--- config.mk ---
export PLATFORM = sky130hd
export DESIGN_NAME = wb_stage_pipe_flat
export DESIGN_NICKNAME = d
export VERILOG_FILES = /design/src/rtl/wb_stage_pipe_if.sv /design/src/rtl/wb_stage_pipe.sv /design/src/flat_wrapper.sv
export SDC_FILE = /design/constraint.sdc
export NUM_CORES = 1
export LEC_CHECK = 0
export ABC_CLOCK_PERIOD_IN_PS = 900
export CORE_MARGIN = 4
export CORE_UTILIZATION = 34
export CTS_CLUSTER_DIAMETER = 120
export DETAILED_ROUTE_END_ITERATION = 6
export PLACE_DENSITY_LB_ADDON = 0.15
export SYNTH_ARGS = -nofsm -noshare
export SYNTH_HDL_FRONTEND = slang
export SYNTH_SLANG_ARGS = --single-unit
--- constraint.sdc ---
create_clock -name clk -period 0.9 [get_ports clk]
set_input_delay 0.27 -clock clk [delete_from_list [all_inputs] [get_ports clk]]
set_output_delay 0.27 -clock clk [all_outputs]
set_load 0.01 [all_outputs]
--- src/rtl/wb_stage_pipe_if.sv ---
// MEM/WB bus: MEM-stage results and stage controls in, register-file write port out.
// wb_retire_cnt is only live when WB_RETIRE_CNT_EN is defined.
interface wb_stage_pipe_if #(
   parameter int DATA_W       = 32,
   parameter int REG_ADDR_W   = 5,
   parameter int RETIRE_CNT_W = 32
);
   logic                    mem_valid;
   logic [1:0]              mem_control_wb;
   logic [DATA_W-1:0]       mem_read_data;
   logic [DATA_W-1:0]       mem_alu_result;
   logic [1:0]              mem_load_size;
   logic                    mem_load_unsigned;
   logic [REG_ADDR_W-1:0]   mem_rd;
   logic                    wb_stall;
   logic                    wb_flush;
   logic                    wb_valid;
   logic                    wb_reg_write;
   logic [REG_ADDR_W-1:0]   wb_rd;
   logic [DATA_W-1:0]       wb_data;
   logic [RETIRE_CNT_W-1:0] wb_retire_cnt;

   modport master (
      output mem_valid, mem_control_wb, mem_read_data,
      output mem_alu_result, mem_load_size,
      output mem_load_unsigned, mem_rd,
      output wb_stall, wb_flush,
      input  wb_valid, wb_reg_write, wb_rd,
      input  wb_data, wb_retire_cnt
   );

   modport slave (
      input  mem_valid, mem_control_wb, mem_read_data,
      input  mem_alu_result, mem_load_size,
      input  mem_load_unsigned, mem_rd,
      input  wb_stall, wb_flush,
      output wb_valid, wb_reg_write, wb_rd,
      output wb_data, wb_retire_cnt
   );
endinterface

--- src/rtl/wb_stage_pipe.sv ---
// MEM/WB pipeline register with sub-word load alignment/extension.
// Optional retire counter built only when WB_RETIRE_CNT_EN is defined.
module wb_stage_pipe #(
   parameter int DATA_W       = 32,
   parameter int REG_ADDR_W   = 5,
   parameter int RETIRE_CNT_W = 32
) (
   input logic          clk,
   input logic          rst_n,
   wb_stage_pipe_if.slave bus
);
   localparam int LANE_W = $clog2(DATA_W/8);
   localparam int SH_W   = LANE_W + 3;
   localparam int MSB_W  = $clog2(DATA_W);

   logic [LANE_W-1:0]     w_off;
   logic [LANE_W-1:0]     w_off_h;
   logic [LANE_W-1:0]     w_off_w;
   logic [SH_W-1:0]       w_sh;
   logic [MSB_W-1:0]      w_msb;
   logic [DATA_W-1:0]     w_mask;
   logic [DATA_W-1:0]     w_raw;
   logic [DATA_W-1:0]     w_load;
   logic [DATA_W-1:0]     w_sel;
   logic                  w_neg;
   logic                  w_rw;
   logic                  w_cap;

   logic                  r_valid;
   logic                  r_rw;
   logic [REG_ADDR_W-1:0] r_rd;
   logic [DATA_W-1:0]     r_data;

   assign w_off   = bus.mem_alu_result[LANE_W-1:0];
   assign w_off_h = w_off & ~LANE_W'(1);
   assign w_off_w = w_off & ~LANE_W'(3);

   // Size 11 and full-width word loads take the default: no shift, no mask.
   always_comb begin
      w_sh   = '0;
      w_mask = '1;
      w_msb  = MSB_W'(DATA_W-1);
      unique case (1'b1)
         (bus.mem_load_size == 2'b00): begin
            w_sh   = {w_off, 3'b000};
            w_mask = DATA_W'(8'hFF);
            w_msb  = MSB_W'(7);
         end
         (bus.mem_load_size == 2'b01): begin
            w_sh   = {w_off_h, 3'b000};
            w_mask = DATA_W'(16'hFFFF);
            w_msb  = MSB_W'(15);
         end
         (bus.mem_load_size == 2'b10): begin
            w_sh   = {w_off_w, 3'b000};
            w_mask = DATA_W'(32'hFFFF_FFFF);
            w_msb  = MSB_W'(31);
         end
         default: begin
         end
      endcase
   end

   assign w_raw  = (bus.mem_read_data >> w_sh) & w_mask;
   assign w_neg  = ~bus.mem_load_unsigned & w_raw[w_msb];
   assign w_load = w_neg ? (w_raw | ~w_mask) : w_raw;
   assign w_sel  = bus.mem_control_wb[1] ? w_load
                                         : bus.mem_alu_result;
   assign w_rw   = bus.mem_valid & bus.mem_control_wb[0]
                 & (bus.mem_rd != '0);
   assign w_cap  = ~bus.wb_flush & ~bus.wb_stall;

   always_ff @(posedge clk or negedge rst_n) begin
      if (!rst_n) begin
         r_valid <= 1'b0;
         r_rw    <= 1'b0;
         r_rd    <= '0;
         r_data  <= '0;
      end else if (bus.wb_flush) begin
         r_valid <= 1'b0;
         r_rw    <= 1'b0;
         r_rd    <= '0;
         r_data  <= '0;
      end else if (w_cap) begin
         r_valid <= bus.mem_valid;
         r_rw    <= w_rw;
         r_rd    <= bus.mem_rd;
         r_data  <= w_sel;
      end
   end

   assign bus.wb_valid     = r_valid;
   assign bus.wb_reg_write = r_rw;
   assign bus.wb_rd        = r_rd;
   assign bus.wb_data      = r_data;

`ifdef WB_RETIRE_CNT_EN
   logic [RETIRE_CNT_W-1:0] r_cnt;

   always_ff @(posedge clk or negedge rst_n) begin
      if (!rst_n)
         r_cnt <= '0;
      else if (w_cap & bus.mem_valid)
         r_cnt <= r_cnt + RETIRE_CNT_W'(1);
   end

   assign bus.wb_retire_cnt = r_cnt;
`else
   assign bus.wb_retire_cnt = '0;
`endif
endmodule
--- src/flat_wrapper.sv ---
// flat-port wrapper written by rule: the top's interface ports become plain ports
module wb_stage_pipe_flat 
#(
   parameter int DATA_W       = 32,
   parameter int REG_ADDR_W   = 5,
   parameter int RETIRE_CNT_W = 32
)
  (clk, rst_n, bus_mem_valid, bus_mem_control_wb, bus_mem_read_data, bus_mem_alu_result, bus_mem_load_size, bus_mem_load_unsigned, bus_mem_rd, bus_wb_stall, bus_wb_flush, bus_wb_valid, bus_wb_reg_write, bus_wb_rd, bus_wb_data, bus_wb_retire_cnt);
  wb_stage_pipe_if #(.DATA_W(DATA_W), .REG_ADDR_W(REG_ADDR_W), .RETIRE_CNT_W(RETIRE_CNT_W)) bus_i ();
  input logic clk;
  input logic rst_n;
  input wire logic [$bits(bus_i.mem_valid)-1:0] bus_mem_valid;
  input wire logic [$bits(bus_i.mem_control_wb)-1:0] bus_mem_control_wb;
  input wire logic [$bits(bus_i.mem_read_data)-1:0] bus_mem_read_data;
  input wire logic [$bits(bus_i.mem_alu_result)-1:0] bus_mem_alu_result;
  input wire logic [$bits(bus_i.mem_load_size)-1:0] bus_mem_load_size;
  input wire logic [$bits(bus_i.mem_load_unsigned)-1:0] bus_mem_load_unsigned;
  input wire logic [$bits(bus_i.mem_rd)-1:0] bus_mem_rd;
  input wire logic [$bits(bus_i.wb_stall)-1:0] bus_wb_stall;
  input wire logic [$bits(bus_i.wb_flush)-1:0] bus_wb_flush;
  output wire logic [$bits(bus_i.wb_valid)-1:0] bus_wb_valid;
  output wire logic [$bits(bus_i.wb_reg_write)-1:0] bus_wb_reg_write;
  output wire logic [$bits(bus_i.wb_rd)-1:0] bus_wb_rd;
  output wire logic [$bits(bus_i.wb_data)-1:0] bus_wb_data;
  output wire logic [$bits(bus_i.wb_retire_cnt)-1:0] bus_wb_retire_cnt;
  assign bus_i.mem_valid = bus_mem_valid;
  assign bus_i.mem_control_wb = bus_mem_control_wb;
  assign bus_i.mem_read_data = bus_mem_read_data;
  assign bus_i.mem_alu_result = bus_mem_alu_result;
  assign bus_i.mem_load_size = bus_mem_load_size;
  assign bus_i.mem_load_unsigned = bus_mem_load_unsigned;
  assign bus_i.mem_rd = bus_mem_rd;
  assign bus_i.wb_stall = bus_wb_stall;
  assign bus_i.wb_flush = bus_wb_flush;
  assign bus_wb_valid = bus_i.wb_valid;
  assign bus_wb_reg_write = bus_i.wb_reg_write;
  assign bus_wb_rd = bus_i.wb_rd;
  assign bus_wb_data = bus_i.wb_data;
  assign bus_wb_retire_cnt = bus_i.wb_retire_cnt;
  wb_stage_pipe #(.DATA_W(DATA_W), .REG_ADDR_W(REG_ADDR_W), .RETIRE_CNT_W(RETIRE_CNT_W)) u_core (.clk(clk), .rst_n(rst_n), .bus(bus_i));
endmodule
Word-level counts from Yosys, hierarchy flattened
Index checks and enable logic that the tools add are counted.
{ "classes": {"n_lt_le_gt_ge": 1, "eq_ne": 1, "n_shift": 1, "mux": 15, "bitwise": 10, "reduce_logical": 3} }
{ "op_table": {"columns": ["op", "count"], "rows": [
  ["$mux W32", 4],
  ["$pmux W32 S2", 1],
  ["$and A32 B32 Y32", 1],
  ["$not A32 Y32", 1],
  ["$or A32 B32 Y32", 1],
  ["$shr A32 B5 Y32", 1],
  ["$pmux W5 S2", 2],
  ["$mux W5", 2],
  ["$lt A5 B6 Y1 const B", 1],
  ["$bmux W1 S5", 1],
  ["$mux W1", 5],
  ["$reduce_bool A5 Y1", 1],
  ["$and A1 B1 Y1", 4],
  ["$not A1 Y1", 3],
  ["$eq A2 B1 Y1 const B", 1],
  ["$logic_not A2 Y1", 1],
  ["$reduce_bool A2 Y1", 1]
]} }
{ "totals": {"regBits": 39, "in_bits": 79, "output_inout_bits": 71, "word_cells": 35} }

Longest topological paths before layout
{ "depth": {"depth_word": 11, "ltp_mapped": 7, "ltp_nobuf": 4} }

Worst setup path before layout
OpenSTA, ideal clock, no wires.
{ "synth_timing": {"path_type": "input -> register", "startpoint": "in bus_mem_load_size[1]", "endpoint": "reg u_core.r_data[10] (netlist: u_core.bus.wb_data[10])", "arrival_time_ns": 1.422, "slack_ns": -0.656, "cell_stages": 7, "path_cell_list": "buf_6 > nand2b_4 > buf_6 > buf_12 > mux2_4 > a222oi_1 > o21ai_1"} }
{ "synth_between": {"elab_chain_len": 11} }
{ "synth_lines": {"columns": ["item", "line_no", "text"], "rows": [
  ["start: declaration", "flat_wrapper.sv:16", "input wire logic [$bits(bus_i.mem_load_size)-1:0] bus_mem_load_size;"],
  ["$eq A2 B1 Y1 or $logic_not A2 Y1 (tied branches)", "wb_stage_pipe.sv:49, wb_stage_pipe.sv:44", null],
  ["$pmux W5 S2", "wb_stage_pipe.sv:43", "unique case (1'b1)"],
  ["$shr A32 B5 Y32", "wb_stage_pipe.sv:64", "assign w_raw = (bus.mem_read_data >> w_sh) & w_mask;"],
  ["$and A32 B32 Y32", "wb_stage_pipe.sv:64", null],
  ["$bmux W1 S5", "wb_stage_pipe.sv:65", "assign w_neg = ~bus.mem_load_unsigned & w_raw[w_msb];"],
  ["$mux W1 (not written as such)", "wb_stage_pipe.sv:65", null],
  ["$and A1 B1 Y1", "wb_stage_pipe.sv:65", null],
  ["$mux W32 (*)", "wb_stage_pipe.sv:66", "assign w_load = w_neg ? (w_raw | ~w_mask) : w_raw;"],
  ["$mux W32 (*)", "wb_stage_pipe.sv:67", "assign w_sel = bus.mem_control_wb[1] ? w_load"],
  ["$mux W32 (*)", "wb_stage_pipe.sv:84", "end else if (w_cap) begin"],
  ["$mux W32 (*)", "wb_stage_pipe.sv:79", "end else if (bus.wb_flush) begin"],
  ["end signal: assignment", "wb_stage_pipe.sv:88", "r_data <= w_sel;"],
  ["end: declaration", "wb_stage_pipe.sv:32", "logic [DATA_W-1:0] r_data;"]
]} }
Every way passes the cells marked *; elsewhere a longest branch is shown, timed or not. The select of a mux whose other input is x is not followed.
A chain may end at the register's enable or synchronous reset.

Worst setup path after layout
{ "layout_timing": {"startpoint": "in bus_mem_load_size[1]", "endpoint": "reg u_core.r_data[13] (netlist: u_core.bus.wb_data[13])"} }
The elaborated chain is that of the path after synthesis.

==> run summary <==
The synthesized netlist occupies a cell area of 2517 µm². At the pin with the least slew margin, the transition time is 0.6318 ns. The largest clock skew in the final design came out at 0 ns. The maximum clock frequency is 0.7547 GHz. 150 I/O pins were placed. The cell area reported after detailed placement came out at 3906 µm². For this design, the sink count on the clock tree is 39. Once detailed placement completed, the half-perimeter wirelength came to 5.954 mm. The minimum clock period after layout is 1.325 ns. Setup repair after global routing could not meet its margin everywhere. The depth of the CTS H-tree came out at 2.

The final hold violation count is 0. The post-synthesis cell type count came out at 40. The average detailed-routed wire length per instance came out at 17.25 µm.

The cell count after synthesis is 228. The number of antenna diodes in the final layout is 0. The power density normalized to cell area came out at 1184 nW/µm².

The required time of the critical path came out at 1.08 ns. The number of design rule violations left after detail routing is 0. For this run, the number of standard cells in the final layout without fillers is 500. Buffers inserted during clock tree synthesis total 5. Across the VDD grid, the largest voltage drop is 0.5473 mV. The first detailed-routing pass took 5 iterations.

The register-to-register setup slack is -0.18 ns. After synthesis, the largest family of logic cells by area is compound AO/OA/AOI/OAI gates. The die is 94.05 µm wide. The site row count came out at 31. Hold is met by 0.2311 ns. Across every metal layer, demand over resource in global routing totals 19.19%. The routability-driven placement congestion ratio came out at 0.8065. The first-iteration detailed-routing DRC count is 210. The synthesized netlist devotes 21.52% of its cell area to compound gates. STA classifies the critical path endpoint as a flop.

The detailed-route via count is 2516. The maximum clock insertion buffer count is 2. The synthesized design contains 0 enable-type register cells. The post-route fraction of the period consumed by the critical path came out at 147.2%. The synthesized area per cell came out at 11.04 µm².

The clock input transition at the sequential cells of the worst setup and hold paths is 0.09 ns. Summing the areas of all xor and xnor instances in the mapped netlist gives 0% of the synthesized area. The run finished, with violations left. The checks that failed: negative setup slack. The residual antenna-violating net count after detailed routing came out at 0.

The number of warning messages in the yosys log is 0. TritonCTS built the clock tree. The wire length after detailed routing is 8.626 mm.

In this run the vertical extent of the chip is 94.05 µm. The total overflow left after global routing is 0. The clock network latency to the later pin of the worst-skew pair is 0.30 ns. For this run, the leading register cell type out of synthesis is dfrtp_1. The maximum number of pins on one net before global-route repair is 40. The initial antenna violation count came to 0.

The number of violations of the max-capacitance limit came out at 0. The multiplexer share of the synthesized area came out at 13.87%. The via count of the first global-routing pass is 2473.

The layout overhead on the synthesized area came out at 68.59%. The layout cell share with drive strength beyond 1 came out at 43.89%. Summing the areas of all fa, ha and maj instances in the mapped netlist gives 0% of the synthesized area. The summed negative setup slack over all endpoints is -20.48 ns. Clock tree synthesis selected as its root buffer the cell clkbuf_8. The number of placed instances, taps included, is 464. The worst-case setup margin in the final layout came out at -0.4250 ns. The portion of the post-synthesis area used by sequential elements came out at 38.77%. Setup violations remaining at the end of the flow were counted as 73. The number of input and output port buffers inserted is 117. STA classifies the critical path startpoint as an input pin. The worst min-delay path class is in2reg. The number of fill cells in the layout came out at 676. In this run the worst path has a maximum fanout of 6. The die area is 8844 µm². The end-of-flow core utilization is 58.83%. The proportion of register bits with asynchronous set or reset after synthesis came out at 100.0%.

The number of slew-limit violations in the final report is 0. The worst setup path is of the in2reg kind. The synthesized flop and latch total is 39. The data arrival time at the worst-slack endpoint came out at 1.50 ns.

The post-route cell area came out at 4244 µm². The tightest slew margin relative to the limit came out at 57.78%. The post-synthesis simple-gate area fraction is 10.93%. The net count of the finished layout is 479.

For this design the static power due to leakage is 2.014 nW. The average via count per standard cell came out at 5.032. The region available for standard cell placement spans 7214 µm². The starting density of the core is 34.89%. The wire length of the first global-routing pass came out at 13.15 mm.
-- cell families after synthesis --
family | Yosys count
flops | 39
mux | 20
other cells | 1
buf+inv | 51
compound gates | 71
simple gates | 46
-- flip-flops by register name, indices dropped and copies added (netlist names) --
| signal | cells |
|---|---|
| u_core.bus.wb_data | 32 |
| u_core.bus.wb_reg_write | 1 |
| u_core.bus.wb_rd | 5 |
| u_core.bus.wb_valid | 1 |
-- layout make-up --
| class | instances | area (µm²) | area share, % |
|---|---|---|---|
| well taps | 99 | 123.9 | 2.919 |
| multi-input cells | 172 | 1461 | 34.43 |
| repair buffers | 180 | 1563 | 36.82 |
| inverters | 2 | 7.507 | 0.1769 |
| flip-flops and latches | 39 | 975.9 | 23.00 |
| clock buffers | 5 | 68.82 | 1.621 |
| clock inverters | 3 | 43.79 | 1.032 |
-- per-stage QoR --
| step | total power, mW | setup slack, ns |
|---|---|---|
| 3_5_place_dp | 3.429 | -1.333 |
| 6_report | 5.025 | -0.4250 |
| 2_1_floorplan | 2.664 | -0.6253 |
| 5_1_grt | 5.282 | -0.4578 |
| 3_3_place_gp | 3.421 | -1.320 |
| 4_1_cts | 5.007 | -0.5119 |
-- placed cells by master, fill, tap and decap left out, types with 4 or more instances in the layout --
cell	count
mux4_2	6
mux2i_1	6
buf_6	18
clkdlybuf4s50_1	62
a222oi_1	24
buf_2	37
o21ai_1	9
nand2_1	5
nor2_1	16
conb_1	32
clkbuf_8	5
a211oi_1	5
mux2_4	7
buf_4	51
nor2b_1	4
o21ai_2	16
buf_12	4
a21oi_1	7
dfrtp_1	39
-- cells in the mapped netlist (6+ instances only) --
cell / number / area (µm²)
dfrtp_1: 39 / 975.9
buf_4: 32 / 240.2
a222oi_1: 24 / 240.2
nor2_1: 19 / 71.32
o21ai_1: 13 / 65.06
a21oi_1: 9 / 45.04
nand2_1: 8 / 30.03
o21ai_0: 8 / 40.04
a211oi_1: 7 / 52.55
mux2_4: 7 / 105.1
mux4_1: 7 / 183.9
mux2i_1: 6 / 60.06
-- worst max-delay path, cell delays in order --
cell	delay, ns
buf_8	0.10
buf_6	0.12
or4_4	0.55
buf_4	0.16
buf_6	0.12
nand3_4	0.10
o21ai_1	0.08
-- per-layer routing --
layer,routed length [µm],global-route usage [%]
met2,4253,31.93
met3,835,5.128
met5,0,0
met4,72,3.610
met1,3464,25.21
-- final timing paths --
check                                        from                      to  cells past startpoint
max                          bus_mem_load_size[1]  u_core.bus.wb_data[13]                      7
min                                 bus_mem_rd[1]     u_core.bus.wb_rd[1]                      3
max reg2reg                u_core.bus.wb_data[30]  u_core.bus.wb_data[30]                      3
min reg2reg                   u_core.bus.wb_rd[0]     u_core.bus.wb_rd[0]                      2
max in group asynchronous                   rst_n  u_core.bus.wb_data[23]                      3
min in group asynchronous                   rst_n   u_core.bus.wb_data[3]                      3
-- report_power, final --
group	internal (mW)	switching, mW	total, mW
Clock	0.826	0.678	1.50
Sequential	1.87	0.0744	1.94
Combinational	0.877	0.700	1.58
Total	3.57	1.45	5.02
-- repair_timing --
item                       in CTS  in global routing
hold endpoints to repair       39                  0
cloned                          4                  0
hold buffers                    1                  0
pin swaps                      29                 10
setup endpoints to repair      78                 72
resized for setup             256                 20
setup buffers                  17                  8
No activity file was read; power rests on OpenSTA's default activity.
